[src/rtl/mem_arb_pkg.sv]
// Shared types and constants for the memory arbiter slice.
package mem_arb_pkg;

    typedef enum logic [1:0] {
        IDLE  = 2'd0,
        ISSUE = 2'd1,
        BUSY  = 2'd2
    } arbState_t;

    localparam int unsigned DATA_W    = 32;
    localparam int unsigned SIZE_W    = 2;
    localparam int unsigned NUM_PORTS = 2;

    localparam logic [SIZE_W-1:0] SIZE_BYTE = 2'b00;
    localparam logic [SIZE_W-1:0] SIZE_HALF = 2'b01;
    localparam logic [SIZE_W-1:0] SIZE_WORD = 2'b10;

    localparam int unsigned PORT_IF = 0;
    localparam int unsigned PORT_LS = 1;

    // Half needs bit 0 clear, word needs bits 1:0 clear; bytes are always aligned.
    function automatic logic isMisaligned(input logic [SIZE_W-1:0] size, input logic [1:0] addrLo);
        case (size)
            SIZE_HALF: return addrLo[0];
            SIZE_WORD: return (addrLo != 2'b00);
            default:   return 1'b0;
        endcase
    endfunction

endpackage

[src/rtl/mem_arb_select.sv]
// Two-port winner select; MEM_ARB_ROUND_ROBIN_EN builds a last-winner pointer,
// otherwise ls always wins over if.
module mem_arb_select
    import mem_arb_pkg::*;
(
    input  logic                 clk,
    input  logic                 reset,
    input  logic [NUM_PORTS-1:0] req,
    input  logic                 take,
    output logic [NUM_PORTS-1:0] gnt_c
);

`ifdef MEM_ARB_ROUND_ROBIN_EN
    // Set when ls won the last grant; cleared on reset so ls is favoured first.
    logic lastLs;

    always_ff @(posedge clk) begin
        if (reset) begin
            lastLs <= 1'b0;
        end else if (take) begin
            lastLs <= gnt_c[PORT_LS];
        end
    end

    always_comb begin
        gnt_c = '0;
        if (req[PORT_LS] && (!req[PORT_IF] || !lastLs)) begin
            gnt_c[PORT_LS] = 1'b1;
        end else if (req[PORT_IF]) begin
            gnt_c[PORT_IF] = 1'b1;
        end
    end
`else
    logic unusedFixed;
    assign unusedFixed = clk ^ reset ^ take;

    always_comb begin
        gnt_c = '0;
        if (req[PORT_LS]) begin
            gnt_c[PORT_LS] = 1'b1;
        end else if (req[PORT_IF]) begin
            gnt_c[PORT_IF] = 1'b1;
        end
    end
`endif

endmodule

[src/rtl/mem_arbiter.sv]
// Arbitrates fetch (if) and load/store (ls) ports onto one memory, one access at a time.
// Optional MEM_ARB_ROUND_ROBIN_EN selects round-robin instead of ls-first priority.
module mem_arbiter
    import mem_arb_pkg::*;
(
    input  logic              clk,
    input  logic              reset,
    input  logic              ifReq,
    input  logic [DATA_W-1:0] ifAddr,
    output logic              ifGnt,
    output logic              ifDone,
    output logic [DATA_W-1:0] ifRData,
    input  logic              lsReq,
    input  logic              lsWrite,
    input  logic [SIZE_W-1:0] lsSize,
    input  logic              lsSign,
    input  logic [DATA_W-1:0] lsAddr,
    input  logic [DATA_W-1:0] lsWData,
    output logic              lsGnt,
    output logic              lsDone,
    output logic              lsErr,
    output logic [DATA_W-1:0] lsRData,
    input  logic              memReady,
    input  logic              dataReady,
    input  logic [DATA_W-1:0] memRData,
    output logic              memExecute,
    output logic              memWrite,
    output logic [SIZE_W-1:0] memSize,
    output logic              memSign,
    output logic [DATA_W-1:0] memAddress,
    output logic [DATA_W-1:0] memWData
);

    arbState_t state, stateNxt;
    logic curLs, curLsNxt;
    logic errPend, errPendNxt;
    logic ifGntNxt, ifDoneNxt, lsGntNxt, lsDoneNxt, lsErrNxt;
    logic [DATA_W-1:0] ifRDataNxt, lsRDataNxt;
    logic memExecuteNxt, memWriteNxt, memSignNxt;
    logic [SIZE_W-1:0] memSizeNxt;
    logic [DATA_W-1:0] memAddressNxt, memWDataNxt;

    logic [NUM_PORTS-1:0] req, gntSel;
    logic take;

    // Completion is signalled by memReady alone; dataReady is not needed.
    logic unusedDataReady;
    assign unusedDataReady = dataReady;

    always_comb begin
        req          = '0;
        req[PORT_IF] = ifReq;
        req[PORT_LS] = lsReq;
    end

    // errPend blocks re-granting ls while its error grant is still visible.
    assign take = (state == IDLE) && memReady && !errPend && (ifReq || lsReq);

    mem_arb_select uSelect (
        .clk   (clk),
        .reset (reset),
        .req   (req),
        .take  (take),
        .gnt_c (gntSel)
    );

    always_comb begin
        stateNxt      = state;
        curLsNxt      = curLs;
        errPendNxt    = 1'b0;
        ifGntNxt      = 1'b0;
        ifDoneNxt     = 1'b0;
        lsGntNxt      = 1'b0;
        lsDoneNxt     = 1'b0;
        lsErrNxt      = 1'b0;
        ifRDataNxt    = ifRData;
        lsRDataNxt    = lsRData;
        memExecuteNxt = memExecute;
        memWriteNxt   = memWrite;
        memSizeNxt    = memSize;
        memSignNxt    = memSign;
        memAddressNxt = memAddress;
        memWDataNxt   = memWData;

        if (errPend) begin
            lsDoneNxt = 1'b1;
            lsErrNxt  = 1'b1;
        end

        case (state)
            IDLE: begin
                if (take) begin
                    if (gntSel[PORT_LS]) begin
                        lsGntNxt = 1'b1;
                        if (isMisaligned(lsSize, lsAddr[1:0])) begin
                            errPendNxt = 1'b1;
                        end else begin
                            curLsNxt      = 1'b1;
                            memExecuteNxt = 1'b1;
                            memWriteNxt   = lsWrite;
                            memSizeNxt    = lsSize;
                            memSignNxt    = lsSign;
                            memAddressNxt = lsAddr;
                            memWDataNxt   = lsWData;
                            stateNxt      = ISSUE;
                        end
                    end else begin
                        ifGntNxt      = 1'b1;
                        curLsNxt      = 1'b0;
                        memExecuteNxt = 1'b1;
                        memWriteNxt   = 1'b0;
                        memSizeNxt    = SIZE_WORD;
                        memSignNxt    = 1'b0;
                        memAddressNxt = ifAddr;
                        memWDataNxt   = '0;
                        stateNxt      = ISSUE;
                    end
                end
            end
            ISSUE: begin
                // Memory may still show ready while restarting; wait for it to drop.
                if (!memReady) begin
                    memExecuteNxt = 1'b0;
                    stateNxt      = BUSY;
                end
            end
            BUSY: begin
                if (memReady) begin
                    if (curLs) begin
                        lsDoneNxt = 1'b1;
                        if (!memWrite) begin
                            lsRDataNxt = memRData;
                        end
                    end else begin
                        ifDoneNxt  = 1'b1;
                        ifRDataNxt = memRData;
                    end
                    stateNxt = IDLE;
                end
            end
            default: stateNxt = IDLE;
        endcase
    end

    always_ff @(posedge clk) begin
        if (reset) begin
            state      <= IDLE;
            curLs      <= 1'b0;
            errPend    <= 1'b0;
            ifGnt      <= 1'b0;
            ifDone     <= 1'b0;
            lsGnt      <= 1'b0;
            lsDone     <= 1'b0;
            lsErr      <= 1'b0;
            ifRData    <= '0;
            lsRData    <= '0;
            memExecute <= 1'b0;
            memWrite   <= 1'b0;
            memSize    <= '0;
            memSign    <= 1'b0;
            memAddress <= '0;
            memWData   <= '0;
        end else begin
            state      <= stateNxt;
            curLs      <= curLsNxt;
            errPend    <= errPendNxt;
            ifGnt      <= ifGntNxt;
            ifDone     <= ifDoneNxt;
            lsGnt      <= lsGntNxt;
            lsDone     <= lsDoneNxt;
            lsErr      <= lsErrNxt;
            ifRData    <= ifRDataNxt;
            lsRData    <= lsRDataNxt;
            memExecute <= memExecuteNxt;
            memWrite   <= memWriteNxt;
            memSize    <= memSizeNxt;
            memSign    <= memSignNxt;
            memAddress <= memAddressNxt;
            memWData   <= memWDataNxt;
        end
    end

endmodule
[config.mk]
export PLATFORM = sky130hd
export DESIGN_NAME = mem_arbiter
export DESIGN_NICKNAME = d
export VERILOG_FILES = /design/src/rtl/mem_arb_pkg.sv /design/src/rtl/mem_arb_select.sv /design/src/rtl/mem_arbiter.sv
export SDC_FILE = /design/constraint.sdc
export NUM_CORES = 1
export LEC_CHECK = 0
export CAP_MARGIN = 0
export CORE_MARGIN = 4
export CORE_UTILIZATION = 40
export CTS_CLUSTER_SIZE = 24
export DETAILED_ROUTE_END_ITERATION = 6
export PLACE_DENSITY_LB_ADDON = 0.08
export SETUP_SLACK_MARGIN = 0.02
export SLEW_MARGIN = 10
export SYNTH_ARGS = -nofsm -noshare
export SYNTH_HDL_FRONTEND = slang
export SYNTH_SLANG_ARGS = --single-unit
[constraint.sdc]
create_clock -name clk -period 2.25 [get_ports clk]
set_clock_uncertainty 0.15 [all_clocks]
set_input_delay 0.45 -clock clk [delete_from_list [all_inputs] [get_ports clk]]
set_output_delay 0.45 -clock clk [all_outputs]
set_load 0.1 [all_outputs]
=== Word level (Yosys, flattened, before mapping) ===
Cells that the tools add are included.
Widths: inputs -> output; s select.

* Register bits: 142
* Input port bits: 138
* Output and inout bits: 138

* Equality and inequality tests: 9
* Muxes and demuxes: 35
* Bitwise gates (word level): 7
* Reductions and logical operators: 16

{| class="wikitable"
|+ Operator list
! kind !! number
|-
| $mux 32 || 4
|-
| $mux 1 || 21
|-
| $mux 2 || 7
|-
| $reduce_and 4->1 || 3
|-
| $ne 2x2->1 const B || 4
|-
| $not 1->1 || 7
|-
| $pmux 2 s3 || 1
|-
| $reduce_and 3->1 || 2
|-
| $reduce_or 3->1 || 2
|-
| $eq 2x1->1 const B || 2
|-
| $eq 2x2->1 const B || 2
|-
| $pmux 1 s2 || 2
|-
| $reduce_bool 2->1 || 2
|-
| $reduce_or 4->1 || 1
|-
| $logic_and 1x1->1 || 3
|-
| $ne 3x3->1 const B || 1
|-
| $logic_not 2->1 || 1
|-
| $logic_not 1->1 || 1
|-
| $logic_or 1x1->1 || 1
|}

=== Depth between registers and ports, before layout ===
* Depth after elaboration: 10
* Depth in mapped cells: 8

=== By module ===
A second synthesis with hierarchy kept.

* Cells, all modules: 642
* Area, all modules: 5,968.2 sq um

{| class="wikitable"
|+ By module, submodules not included
! module !! instances !! cells an instance !! area an instance (sq um) !! sequential area each (sq um)
|-
| mem_arbiter || 1 || 640 || 5,947.0 || 2,842.7
|-
| mem_arb_select || 1 || 2 || 21.3 || 0.0
|}

=== Least setup slack after synthesis ===
OpenSTA, ideal clock, no wires.

* Path type: flip-flop to flip-flop
* From: register memWrite
* To: register lsRData[10]
* Library setup time: 70 ps
* Arrival: 1,734 ps
* Path slack: 295 ps
* Cell stages (with the launch flop): 6
* Path buffers: 2
* Path through: dfxtp_1 or3_1 clkbuf_1 buf_2 nand2_1 a21oi_1

* Longest elaborated chain between the ends: 2

{| class="wikitable"
|+ RTL lines
! element !! line !! source
|-
| start: declaration || mem_arbiter.sv:27 || <nowiki>output logic memWrite,</nowiki>
|-
| start signal: assignment || mem_arbiter.sv:175 || <nowiki>memWrite <= memWriteNxt;</nowiki>
|-
| $not 1->1 (no line) || - ||
|-
| $reduce_and 4->1 (no line) || - ||
|-
| end signal: assignment || mem_arbiter.sv:173 || <nowiki>lsRData <= lsRDataNxt;</nowiki>
|-
| end: declaration || mem_arbiter.sv:22 || <nowiki>output logic [DATA_W-1:0] lsRData,</nowiki>
|}

Every way passes these cells.
A chain may end at the register's enable or synchronous reset.

=== Final worst setup path ===
* From: input port memReady
* To: register memSize[1]

* Longest elaborated chain between the ends: 4

{| class="wikitable"
|+ RTL lines
! element !! line !! source
|-
| start: declaration || mem_arbiter.sv:23 || <nowiki>input logic memReady,</nowiki>
|-
| $logic_and 1x1->1 (3 in a row) || mem_arbiter.sv:57 || <nowiki>assign take = (state == IDLE) && memReady && !errPend && (ifReq || lsReq);</nowiki>
|-
| $reduce_and 3->1 (no line) || - ||
|-
| end signal: assignment || mem_arbiter.sv:176 || <nowiki>memSize <= memSizeNxt;</nowiki>
|-
| end: declaration || mem_arbiter.sv:28 || <nowiki>output logic [SIZE_W-1:0] memSize,</nowiki>
|}

Every way passes these cells.

==> impl_metrics.toml <==
[route]
drt_iter0_drc = 336
route.detailed.drc = 0
vias_per_cell = 5.200
wl_microns = 17780
drtPass1Iterations = 4
ant_nets = 0
drt-wirelength-per-cell_microns = 16.45
vias = 5621

[clocking]
numCtsBuffers = 17
clock_latency_ns = 0.41
root_buffer = "clkbuf_16"
cts_tree = "done"
cts.htree.levels = 4
cts_sinks = 142
clockBufferDepth = 2
clkTransAtPathRegs_ns = 0.06

[sta]
fmax_mhz = 472.7
setup_tns_ns = 0
final-max-slew-violation-count = 0
layout_setup_ws_ns = 0.1344
setup_viol_count_final = 0
tightest_slew_ns = 0.7699
grt_setup_unrepaired = "false"
final_hold_viol_count = 0
layout_min_cycle_time_ns = 2.116
slew_headroom_pct = 48.55
fin_crit_sh_pct = 94.03

[run_status]
status = "complete, no violations"

[yosys]
synth_area_per_cell_sq_um = 8.620
yosys-top-cells-area = "dfxtp_1, a21oi_1, nand2_1"
synthCells = 641
ys_seq_elements = 142
ys_warn_count = 0
yosysSeqAreaShare_pct = 51.45
yosysUniqueCellTypes = 36
synth_top_area_share_pct = 51.45
yosysTopAreaCell = "dfxtp_1"
syn_nets = 781
syn_area_sq_um = 5525

[pwr]
p_leak_nw = 3.485
powerDensity_nw_per_um2 = 821.7
max-vdd-ir-drop_mv = 0.4893

[setup_path]
startpoint_type = "primary input"
cp.arrival_ns = 2.22
crit_start = "memReady"
worstPathRequired_ns = 2.35
cp-end-kind = "flop"
cp_max_fo = 33
r2r-start = "state[0]$_SDFFE_PP0P_"
path_class = "primary input to flop"

[floorplanning]
die_w_microns = 125.5
dieArea_sq_um = 15760
coreArea_sq_um = 13400
dieHeight_microns = 125.5
io_pins = 276
initial_utilization_pct = 41.23
core.rowCount = 42

[global_route]
grt_usage_pct = 22.01
antenna_found_initial = 0
grt_pass1_vias = 5598
grt_overflow = 0
grt_max_degree = 55
grt_pass1_wl_microns = 28260

[cells_and_area]
final_cell_mix = "buf_4, dfxtp_1, a21oi_1, clkdlybuf4s50_1, nand2_1"
final_nets = 1032
finalNonFillerCells = 1081
insertedDiodeCount = 0
final_common_cell = "buf_4"
utilization_pct = 65.89
fillers = 1112
area_growth_pct = 59.81
drive_gt1_share_pct = 22.43

[hold_path]
worstHoldStart = "lsReq"
min_path_type = "primary input to flop"

[placed_design]
gp_congestion = 0.7836
pre_cts_ws_ns = -0.3982
dp.cells = 1049
dpl.hpwl_microns = 12620
numPortBuffers = 274

[job]
cap_violations = 0
kinds of logic after synthesis:
family,after synthesis,share of synthesized area (%)
flip-flops,142,51.45
AND/OR/NAND/NOR,187,15.56
AO/OA/AOI/OAI,208,20.70
multiplexers,32,5.797
adder cells (fa/ha/maj),2,0.4528
XOR/XNOR,1,0.1585
buffers and inverters,69,5.888
worst max-delay path: stages:
cell and delay, ns:
clkdlybuf4s50_1 0.48, nand2b_1 0.08, or3_4 0.39, nor2_4 0.62
a311oi_1 0.19
layer usage:
layer | wire [microns] | up-vias | track usage [%]
li1 | - | 2752 | -
met2 | 8931 | 215 | 38.33
met4 | 336 | 0 | 8.355
met5 | 0 | - | 0
met1 | 7098 | 2627 | 24.54
met3 | 1412 | 27 | 8.017
report_power, final:
| part | total [W] | internal [W] | switching [W] |
|---|---|---|---|
| combinational | 0.00152 | 0.000488 | 0.00103 |
| clock | 0.00307 | 0.00202 | 0.00105 |
| sequential | 0.00267 | 0.00261 | 0.0000548 |
cell usage after synthesis:
cell	n
nor3b_2	1
a311oi_1	1
inv_1	2
o21bai_1	1
clkbuf_1	35
nor3b_1	1
buf_6	3
buf_4	4
or3_1	1
o21ai_1	20
o21ai_0	17
dfxtp_1	142
nor3_1	4
xnor2_1	1
nor3_4	1
nor4b_1	1
nand2_1	130
mux2i_1	32
o211a_1	1
buf_2	23
or3_4	1
ha_1	2
nor3_2	1
nor2_4	1
a211oi_1	32
nor2b_1	1
nand4_1	35
inv_2	1
nand3_1	1
a21oi_1	134
a211oi_2	1
nor2_1	6
a211o_1	1
buf_1	1
or3b_1	1
nand2b_1	1
per-stage QoR:
step                      area [sq um]  power [W]  hold slack [ns]
final                             8830   0.007256           0.2188
after global routing              8830   0.007509           0.2134
after CTS                         8822   0.007314           0.2038
after detailed placement          8175   0.004238           0.2972
after global placement            8175   0.004221           0.2927
after floorplan                   5525   0.003719           0.2814
flip-flops by register name (all words and copies together) (netlist names):
signal and flops:
lsRData 32, ifRData 32, state 2, memExecute 1, memSign 1, memWrite 1
lsErr 1, memWData 32, lsGnt 1, memSize 2, errPend 1, memAddress 32
curLs 1, ifDone 1, lsDone 1, ifGnt 1
repair_timing:
action                     4_1_cts  5_1_grt
setup endpoints to repair        0       41
resized for setup                0        3
setup buffers                    0        0
hold buffers                     0        0
path summary, 6_finish.rpt:
path,end,slack (ns),cells past startpoint
worst min-delay path,lsGnt$_SDFF_PP0_,0.22,3
worst max-delay path,memSize[1]$_SDFFE_PP0P_,0.13,5
worst max register to register,memSize[1]$_SDFFE_PP0P_,0.23,4
worst min register to register,lsRData[10]$_SDFFE_PP0P_,0.30,2
area by class of cell:
cell class	count	area, sq um	share of cell area [%]
Inverter	3	11.26	0.1275
Sequential cell	142	2843	32.20
Clock inverter	11	186.4	2.111
Multi-Input combinational cell	430	2382	26.98
Tap cell	176	220.2	2.494
Timing Repair Buffer	298	2726	30.88
Clock buffer	21	460.4	5.215
Power figures use the tool's default switching activity.
